$ cat config.mk
export PLATFORM = sky130hd
export DESIGN_NAME = aes_cone_launch_capture_flat
export DESIGN_NICKNAME = d
export VERILOG_FILES = /design/src/rtl/aes_cone_pkg.sv /design/src/rtl/aes_cone_launch_capture_if.sv /design/src/rtl/aes_cone_misr.sv /design/src/rtl/aes_cone_launch_capture.sv /design/src/flat_wrapper.sv
export SDC_FILE = /design/constraint.sdc
export NUM_CORES = 1
export LEC_CHECK = 0
export CAP_MARGIN = 20
export CORE_UTILIZATION = 30
export DETAILED_ROUTE_END_ITERATION = 6
export PLACE_DENSITY_LB_ADDON = 0.08
export SLEW_MARGIN = 20
export SYNTH_ARGS = -nofsm -noshare
export SYNTH_HDL_FRONTEND = slang
export SYNTH_HIERARCHICAL = 1
export SYNTH_SLANG_ARGS = --single-unit
export TNS_END_PERCENT = 100
$ cat constraint.sdc
create_clock -name clk -period 2 [get_ports clk]
set_input_delay 0.2 -clock clk [delete_from_list [all_inputs] [get_ports clk]]
set_output_delay 0.2 -clock clk [all_outputs]
set_load 0.01 [all_outputs]
$ cat src/rtl/aes_cone_pkg.sv
// Shared types and constants for the AES cone launch/capture stage.
// The FSM state encoding and default parameter values live here.
package aes_cone_pkg;

  localparam int CONE_IN_W = 13;
  localparam logic [15:0] DEFAULT_MISR_POLY = 16'h1021;

  typedef enum logic [1:0] {
    IDLE   = 2'd0,
    WAIT   = 2'd1,
    RESULT = 2'd2
  } state_t;

endpackage

$ cat src/rtl/aes_cone_launch_capture_if.sv
// Vector-in / result-out handshake bundle for the launch/capture stage.
// The master modport is the upstream/downstream side; the slave modport is the stage.
interface aes_cone_launch_capture_if #(
  parameter int IN_W = 13
);
  logic            vec_valid;
  logic [IN_W-1:0] vec_data;
  logic            vec_ready;
  logic            res_valid;
  logic            res_bit;
  logic            res_ready;

  modport master (
    output vec_valid, vec_data, res_ready,
    input  vec_ready, res_valid, res_bit
  );

  modport slave (
    input  vec_valid, vec_data, res_ready,
    output vec_ready, res_valid, res_bit
  );
endinterface

$ cat src/rtl/aes_cone_misr.sv
// Single-input MISR: shift left, XOR polynomial when the MSB falls out, XOR data into bit 0.
// Synchronous clear has priority over a same-cycle update.
module aes_cone_misr #(
  parameter int                MISR_W    = 16,
  parameter logic [MISR_W-1:0] MISR_POLY = 16'h1021
) (
  input  logic              clk,
  input  logic              rst_n,
  input  logic              clear,
  input  logic              en,
  input  logic              din,
  output logic [MISR_W-1:0] sig
);

  logic [MISR_W-1:0] sig_reg;
  logic [MISR_W-1:0] sig_next;

  assign sig_next[0] = (sig_reg[MISR_W-1] & MISR_POLY[0]) ^ din;

  for (genvar gi = 1; gi < MISR_W; gi++) begin : g_shift
    assign sig_next[gi] = sig_reg[gi-1] ^ (sig_reg[MISR_W-1] & MISR_POLY[gi]);
  end

  always_ff @(posedge clk or negedge rst_n) begin
    if (!rst_n) begin
      sig_reg <= '0;
    end else if (clear) begin
      sig_reg <= '0;
    end else if (en) begin
      sig_reg <= sig_next;
    end
  end

  assign sig = sig_reg;

endmodule

$ cat src/rtl/aes_cone_launch_capture.sv
// Launch a vector onto the cone from flops, wait SETTLE_CYC cycles, capture the output bit
// and hand it downstream; every capture is folded into a MISR and counted.
module aes_cone_launch_capture
  import aes_cone_pkg::*;
#(
  parameter int                IN_W       = CONE_IN_W,
  parameter int                SETTLE_CYC = 1,
  parameter int                MISR_W     = 16,
  parameter logic [MISR_W-1:0] MISR_POLY  = DEFAULT_MISR_POLY
) (
  input  logic                   clk,
  input  logic                   rst_n,
  aes_cone_launch_capture_if.slave bus,
  output logic [IN_W-1:0]        cone_in,
  input  logic                   cone_out,
  input  logic                   clear,
  output logic [MISR_W-1:0]      sig,
  output logic [15:0]            cap_cnt
);

  localparam logic [3:0] SETTLE_LOAD = 4'(SETTLE_CYC - 1);

  state_t          state_reg;
  logic [3:0]      settle_cnt_reg;
  logic [IN_W-1:0] cone_in_reg;
  logic            res_bit_reg;
  logic            res_valid_reg;
  logic            vec_ready_reg;
  logic [15:0]     cap_cnt_reg;
  logic            capture;

  // The capture edge is the edge on which WAIT sees an exhausted settle counter.
  assign capture = (state_reg == WAIT) && (settle_cnt_reg == 4'd0);

  always_ff @(posedge clk or negedge rst_n) begin
    if (!rst_n) begin
      state_reg      <= IDLE;
      settle_cnt_reg <= 4'd0;
      cone_in_reg    <= '0;
      res_bit_reg    <= 1'b0;
      res_valid_reg  <= 1'b0;
      vec_ready_reg  <= 1'b1;
    end else begin
      case (state_reg)
        IDLE: begin
          if (bus.vec_valid) begin
            cone_in_reg    <= bus.vec_data;
            settle_cnt_reg <= SETTLE_LOAD;
            vec_ready_reg  <= 1'b0;
            state_reg      <= WAIT;
          end
        end
        WAIT: begin
          if (settle_cnt_reg != 4'd0) begin
            settle_cnt_reg <= settle_cnt_reg - 4'd1;
          end else begin
            res_bit_reg   <= cone_out;
            res_valid_reg <= 1'b1;
            state_reg     <= RESULT;
          end
        end
        RESULT: begin
          if (bus.res_ready) begin
            res_valid_reg <= 1'b0;
            vec_ready_reg <= 1'b1;
            state_reg     <= IDLE;
          end
        end
        default: begin
          res_valid_reg <= 1'b0;
          vec_ready_reg <= 1'b1;
          state_reg     <= IDLE;
        end
      endcase
    end
  end

  always_ff @(posedge clk or negedge rst_n) begin
    if (!rst_n) begin
      cap_cnt_reg <= 16'd0;
    end else if (clear) begin
      cap_cnt_reg <= 16'd0;
    end else if (capture && (cap_cnt_reg != 16'hFFFF)) begin
      cap_cnt_reg <= cap_cnt_reg + 16'd1;
    end
  end

  aes_cone_misr #(
    .MISR_W    (MISR_W),
    .MISR_POLY (MISR_POLY)
  ) u_misr (
    .clk   (clk),
    .rst_n (rst_n),
    .clear (clear),
    .en    (capture),
    .din   (cone_out),
    .sig   (sig)
  );

  assign cone_in       = cone_in_reg;
  assign cap_cnt       = cap_cnt_reg;
  assign bus.vec_ready = vec_ready_reg;
  assign bus.res_valid = res_valid_reg;
  assign bus.res_bit   = res_bit_reg;

endmodule

$ cat src/flat_wrapper.sv
// flat-port wrapper written by rule: the top's interface ports become plain ports
module aes_cone_launch_capture_flat import aes_cone_pkg::*;
#(
  parameter int                IN_W       = CONE_IN_W,
  parameter int                SETTLE_CYC = 1,
  parameter int                MISR_W     = 16,
  parameter logic [MISR_W-1:0] MISR_POLY  = DEFAULT_MISR_POLY
)
  (clk, rst_n, cone_in, cone_out, clear, sig, cap_cnt, bus_vec_valid, bus_vec_data, bus_res_ready, bus_vec_ready, bus_res_valid, bus_res_bit);
  aes_cone_launch_capture_if #(.IN_W(IN_W)) bus_i ();
  input  logic clk;
  input  logic rst_n;
  output logic [IN_W-1:0] cone_in;
  input  logic cone_out;
  input  logic clear;
  output logic [MISR_W-1:0] sig;
  output logic [15:0] cap_cnt;
  input wire logic [$bits(bus_i.vec_valid)-1:0] bus_vec_valid;
  input wire logic [$bits(bus_i.vec_data)-1:0] bus_vec_data;
  input wire logic [$bits(bus_i.res_ready)-1:0] bus_res_ready;
  output wire logic [$bits(bus_i.vec_ready)-1:0] bus_vec_ready;
  output wire logic [$bits(bus_i.res_valid)-1:0] bus_res_valid;
  output wire logic [$bits(bus_i.res_bit)-1:0] bus_res_bit;
  assign bus_i.vec_valid = bus_vec_valid;
  assign bus_i.vec_data = bus_vec_data;
  assign bus_i.res_ready = bus_res_ready;
  assign bus_vec_ready = bus_i.vec_ready;
  assign bus_res_valid = bus_i.res_valid;
  assign bus_res_bit = bus_i.res_bit;
  aes_cone_launch_capture #(.IN_W(IN_W), .SETTLE_CYC(SETTLE_CYC), .MISR_W(MISR_W), .MISR_POLY(MISR_POLY)) u_core (.clk(clk), .rst_n(rst_n), .bus(bus_i), .cone_in(cone_in), .cone_out(cone_out), .clear(clear), .sig(sig), .cap_cnt(cap_cnt));
endmodule
[After elaboration in Yosys (flattened, before gate mapping)]
Index checks and enable logic that the tools add are counted.
Storage, ports and cells
  flip-flop bits (word level): 54
  input bits: 19
  output and inout port bits: 48
  word-level logic and storage cells: 54
Operators by class
  add/sub/neg operators: 2
  eq/ne operators: 7
  muxes and demuxes: 17
  bitwise logic cells: 6
  reductions and logical operators: 14
Operators with widths (number)
  2-to-1 mux 16 bit: 4
  adder 16 x 1 -> 16 bit, second input constant: 1
  != test 16 bit, second input constant: 1
  AND reduction 3 bit: 4
  2-to-1 mux 4 bit: 2
  != test 2 bit, second input constant: 4
  one-hot mux 4 bit (2 select lines): 1
  2-to-1 mux 2 bit: 3
  one-hot mux 1 bit (3 select lines): 2
  one-hot mux 2 bit (3 select lines): 1
  nonzero test 2 bit: 3
  zero test 4 bit: 1
  2-to-1 mux 1 bit: 4
  AND reduction 2 bit: 2
  nonzero test 4 bit: 1
  subtractor 4 x 1 -> 4 bit, second input constant: 1
  inverter 1 bit: 3
  XOR 1 bit: 3
  equality test 2 x 1 -> 1 bit, second input constant: 1
  equality test 2 bit, second input constant: 1
  logical AND 1 bit: 2
  zero test 2 bit: 1

[Logic depth before layout (Yosys ltp)]
Gate-level depths: netlist of run 1.
  word-level depth: 5
  depth in mapped cells: 10
  gate-level depth less buffers: 7

[Hierarchy]
The synthesis of run 1 kept the hierarchy.
Modules (own cells, without submodules)
  aes_cone_launch_capture: times used 1, cells an instance 200, area each 1896.8 µm², seq. area each 952.2 µm²
  aes_cone_misr: times used 1, cells an instance 55, area each 700.7 µm², seq. area each 400.4 µm²

[Worst setup path before layout of run 1]
No wires, ideal clock.
  path kind: reg-to-reg
  start: register u_core.settle_cnt_reg[0]
  end: register u_core.u_misr.sig_reg[6] (netlist: u_core/u_misr/sig[6])
  library setup time: 0.121 ns
  data arrival time: 1.671 ns
  required time: 1.879 ns
  path slack: 0.208 ns
  cell stages (with the launch flop): 11
  path buffers: 3
  clock period less this slack: 1.792 ns
  path through: dfrtp_1 inv_1 ha_1 and4bb_4 nand2b_4 buf_4 inv_1 buf_6 buf_12 mux2i_1 nor2_1
On the way
  word-level cells in the longest chain between the ends: 3
Ends and longest elaborated chain
  start: declaration: RTL line aes_cone_launch_capture.sv:24  | logic [3:0] settle_cnt_reg;
  start signal: assignment: RTL line aes_cone_launch_capture.sv:55  | settle_cnt_reg <= settle_cnt_reg - 4'd1;
  zero test 4 bit: RTL line aes_cone_launch_capture.sv:33  | assign capture = (state_reg == WAIT) && (settle_cnt_reg == 4'd0);
  logical AND 1 bit: RTL line aes_cone_launch_capture.sv:33
  via u_core.capture: RTL line aes_cone_launch_capture.sv:30  | logic capture;
  nonzero test 2 bit (no source line)
  end signal: assignment: RTL line aes_cone_misr.sv:30  | sig_reg <= sig_next;
  end: declaration: RTL line aes_cone_misr.sv:15  | logic [MISR_W-1:0] sig_reg;
The timed path passes the listed nets, and every way through them passes these cells.
A chain may end at the register's enable or synchronous reset.

[Worst setup path in the final report of run 1]
  start: register u_core.settle_cnt_reg[0]
  end: register u_core.cap_cnt_reg[9] (netlist: u_core/cap_cnt[9])
On the way
  word-level cells in the longest chain between the ends: 4
Ends and longest elaborated chain
  zero test 4 bit: RTL line aes_cone_launch_capture.sv:33
  logical AND 1 bit: RTL line aes_cone_launch_capture.sv:33
  logical AND 1 bit: RTL line aes_cone_launch_capture.sv:83  | end else if (capture && (cap_cnt_reg != 16'hFFFF)) begin
  nonzero test 2 bit (no source line)
  end signal: assignment: RTL line aes_cone_launch_capture.sv:84  | cap_cnt_reg <= cap_cnt_reg + 16'd1;
  end: declaration: RTL line aes_cone_launch_capture.sv:29  | logic [15:0] cap_cnt_reg;
Every way passes these cells.

==> impl_results.md, run 1 <==
* Yosys reg bits at 54
* Sequential area share after synthesis at 52.1%
* Routing usage on met3 at 3.43%
* Top cell type's share of synthesized area at between 50% and 60%
* Core area at 8300 um2
* Clk buf depth at 2
* CTS tree: yes
* # diodes at 0
* Rel. slew slack at 71.5%
* IO Port Bufs at 66
* Starting Density at a little under a third
* FP Rows at 33
* R2R Setup Slk at 90 ps
* Most numerous cell in the Yosys netlist: dfrtp_1
* R2r startpoint: u_core/settle_cnt_reg[0]
* Worst setup startpoint: u_core/settle_cnt_reg[0]
* Clock tree root buffer cell: clkbuf_8
* Final setup fails at 0
* R2R Path End: u_core/cap_cnt[9]
* Leading cell types by count after synthesis: dfrtp_1, nand2_1, nor2_1, mux2i_1, a21oi_1
* Max frequency at 522 MHz
* Total Routing Usage GR at 14.3%
* Worst-margin pin slew at 423 ps
* Worst Path Required at 2210 ps
* DIE AREA at 9030 um2
* Drt wl/cell at 13.8 um
* Worst hold slack at between 300 and 400 ps
* Drt drc at 0
* Synth area leader: dfrtp_1
* CP arrival at 2120 ps
* Outcome: finished clean
* Pleak at 0.00154 uW
* Htree depth at 2
* Final GP Congestion at between 0.8 and 0.9
* Largest cells by area after synthesis: dfrtp_1, nand2_1, mux2i_1, nor2_1, mux2_2
* Worst-path clk slew at 100 ps
* Syn Inst Count at 255
* Layout fillers at approximately 820
* Layout cells sized above 1 at 14.5%
* Clock latency on the worst-skew pair at 310 ps
* Cell Pwr Density at a little over 1000 nW/um2
* Via density at between 4 and 5
* Vias in the first global route at about 2,000
* Number of clock sinks at 54
* Initial antenna violation count at 0
* HPWL after detailed placement at 4.15 mm
* Die Span Y at approximately 95 um
* Max VDD drop at around 450 uV
* Synth warn at 6
* Global-route wire length before repair at 9.99 mm
* Fin crit share at 95.7%
* GRT overflow at 0
* TritonRoute pass-1 iters at 4
* Tmin final at between 1500 and 2000 ps
* Ports at 67
* TritonCTS buffer count at 5
* EDFF count, synth at 0
* Global routing usage on met2 at between 20% and 30%
* 1st-iter DRT viols at 65
* Worst Hold Class: in -> async
* Unrepaired setup endpoints after global routing: yes
* Final core utilization at between 40% and 50%
* Crit end category: flip-flop
* Gr busiest metal: met2
* Largest net degree at the start of global routing at 26
* Yosys cell types at 43
* Post-CTS Repair Setup Buffers at 0
* Total of max-cap violations at 0
* Layout Skew at 6.42 ps
* Netlist Area Pre-Place at 2600 um2
* Final #Nets at 353
* Largest fanout on the critical path at 7
* DRT antenna net count at 0
* Post-synth net total at roughly 280
* Synth Flop Type: dfrtp_1
* Vias at 2,085
* Post-synth ARST share at 100%
* R2R depth at 6
* Final hold violation count at 0
* DRT Wirelength at between 6 and 7 mm
* Horiz. Die Dim at approximately 95 um
* Setup crit start kind: flip-flop
* Syn avg cell area at 10.2 um2
* Kind of critical path: reg -> reg
* Max-slew violation count at 0
* Met1 usage at just under 20%
* Layout area overhead at 37.7%
[report_power, final]
part	total, uW	leakage [uW]	switching, uW	internal, uW
Combinational	1410	0.000776	680	735
Clock	667	0.0000514	381	286
Sequential	1530	0.000716	181	1350
Total	3610	0.00154	1240	2370
[per-layer routing]
layer  up-vias  part of all wire [%]
met5         -                     0
met4         0                   1.3
met3         6                   4.1
met2        46                    46
met1      1006                    49
li1       1027                     -
[how the worst max path moves through the flow]
stage | slack (ps) | depth (start not counted) | end
6_report | 90 | 6 | u_core/cap_cnt[9]
2_1_floorplan | 210 | 10 | u_core/u_misr/sig[6]
3_3_place_gp | 100 | 6 | u_core/cap_cnt[13]
5_1_grt | -40 | 6 | u_core/cap_cnt[14]
4_1_cts | 50 | 6 | u_core/cap_cnt[11]
3_5_place_dp | 80 | 6 | u_core/cap_cnt[11]
[kinds of logic after synthesis]
group                    Yosys count  share of synthesized area, %
adder cells (fa/ha/maj)            3                          1.45
AND/OR/NAND/NOR                  130                          26.1
XOR/XNOR                           5                          1.69
AO/OA/AOI/OAI                     28                          7.13
flip-flops                        54                          52.1
buffers and inverters             15                          3.52
multiplexers                      20                          8.04
[worst max-delay path, cell delays in order, from the launching register on]
cell and delay (ps):
dfrtp_1 410, inv_1 90, ha_1 170, and4bb_4 310, nand3b_4 140, nor4b_1 310, mux2_2 370
[stage by stage]
stage	power, uW	setup TNS, ps	worst slack, ps	area, um2	instances
global placement	2970	0	103	3430	428
finish	3610	0	85.3	3580	437
floorplan	2360	0	208	2600	255
CTS	3680	0	47.7	3540	437
detailed placement	2980	0	78.3	3430	428
global route	3890	-86.7	-41.7	3580	437
[placed cells by master, fill, tap and decap left out, drive strengths merged, types with 3 or more instances in the layout]
| cell type | synthesis | layout |
|---|---|---|
| nand3 | 7 | 7 |
| nor2 | 29 | 29 |
| clkbuf | 6 | 6 |
| or3 | 4 | 4 |
| and3 | 4 | 4 |
| inv | 3 | 3 |
| dfrtp | 53 | 53 |
| mux2i | 13 | 13 |
| nor3 | 3 | 3 |
| buf | 6 | 15 |
| o21ai | 7 | 7 |
| ha | 3 | 3 |
| a21oi | 10 | 10 |
| nor4b | 3 | 3 |
| nor2b | 7 | 7 |
| mux2 | 7 | 7 |
| or4 | 5 | 5 |
| clkdlybuf4s50 | 0 | 65 |
| nand2 | 50 | 50 |
| xnor2 | 3 | 3 |
| nor4 | 4 | 4 |
| nand2b | 3 | 3 |
| nand4 | 3 | 3 |
| a211oi | 3 | 3 |
| o31ai | 6 | 6 |
[cell type report]
cell class              count  area (um2)  area share (%)
flip-flops and latches     54        1350            37.8
clock buffers               6        82.6            2.31
clock inverters             2        17.5           0.490
repair buffers             81         796            22.3
multi-input cells         186        1180            33.1
inverters                   3        11.3           0.315
well taps                 105         131            3.67
[what timing repair did]
action	4_1_cts	5_1_grt
setup endpoints to repair	0	6
hold buffers	1	0
hold endpoints to repair	15	0
gates resized for setup	0	5
No activity file was read; power rests on OpenSTA's default activity.
==> inputs of run 2 (changes only) <==
Settings changed: HOLD_SLACK_MARGIN from default to 0.12.
==> results of run 2 <==
Final layout, timing and power as in run 1 (identical DEF).
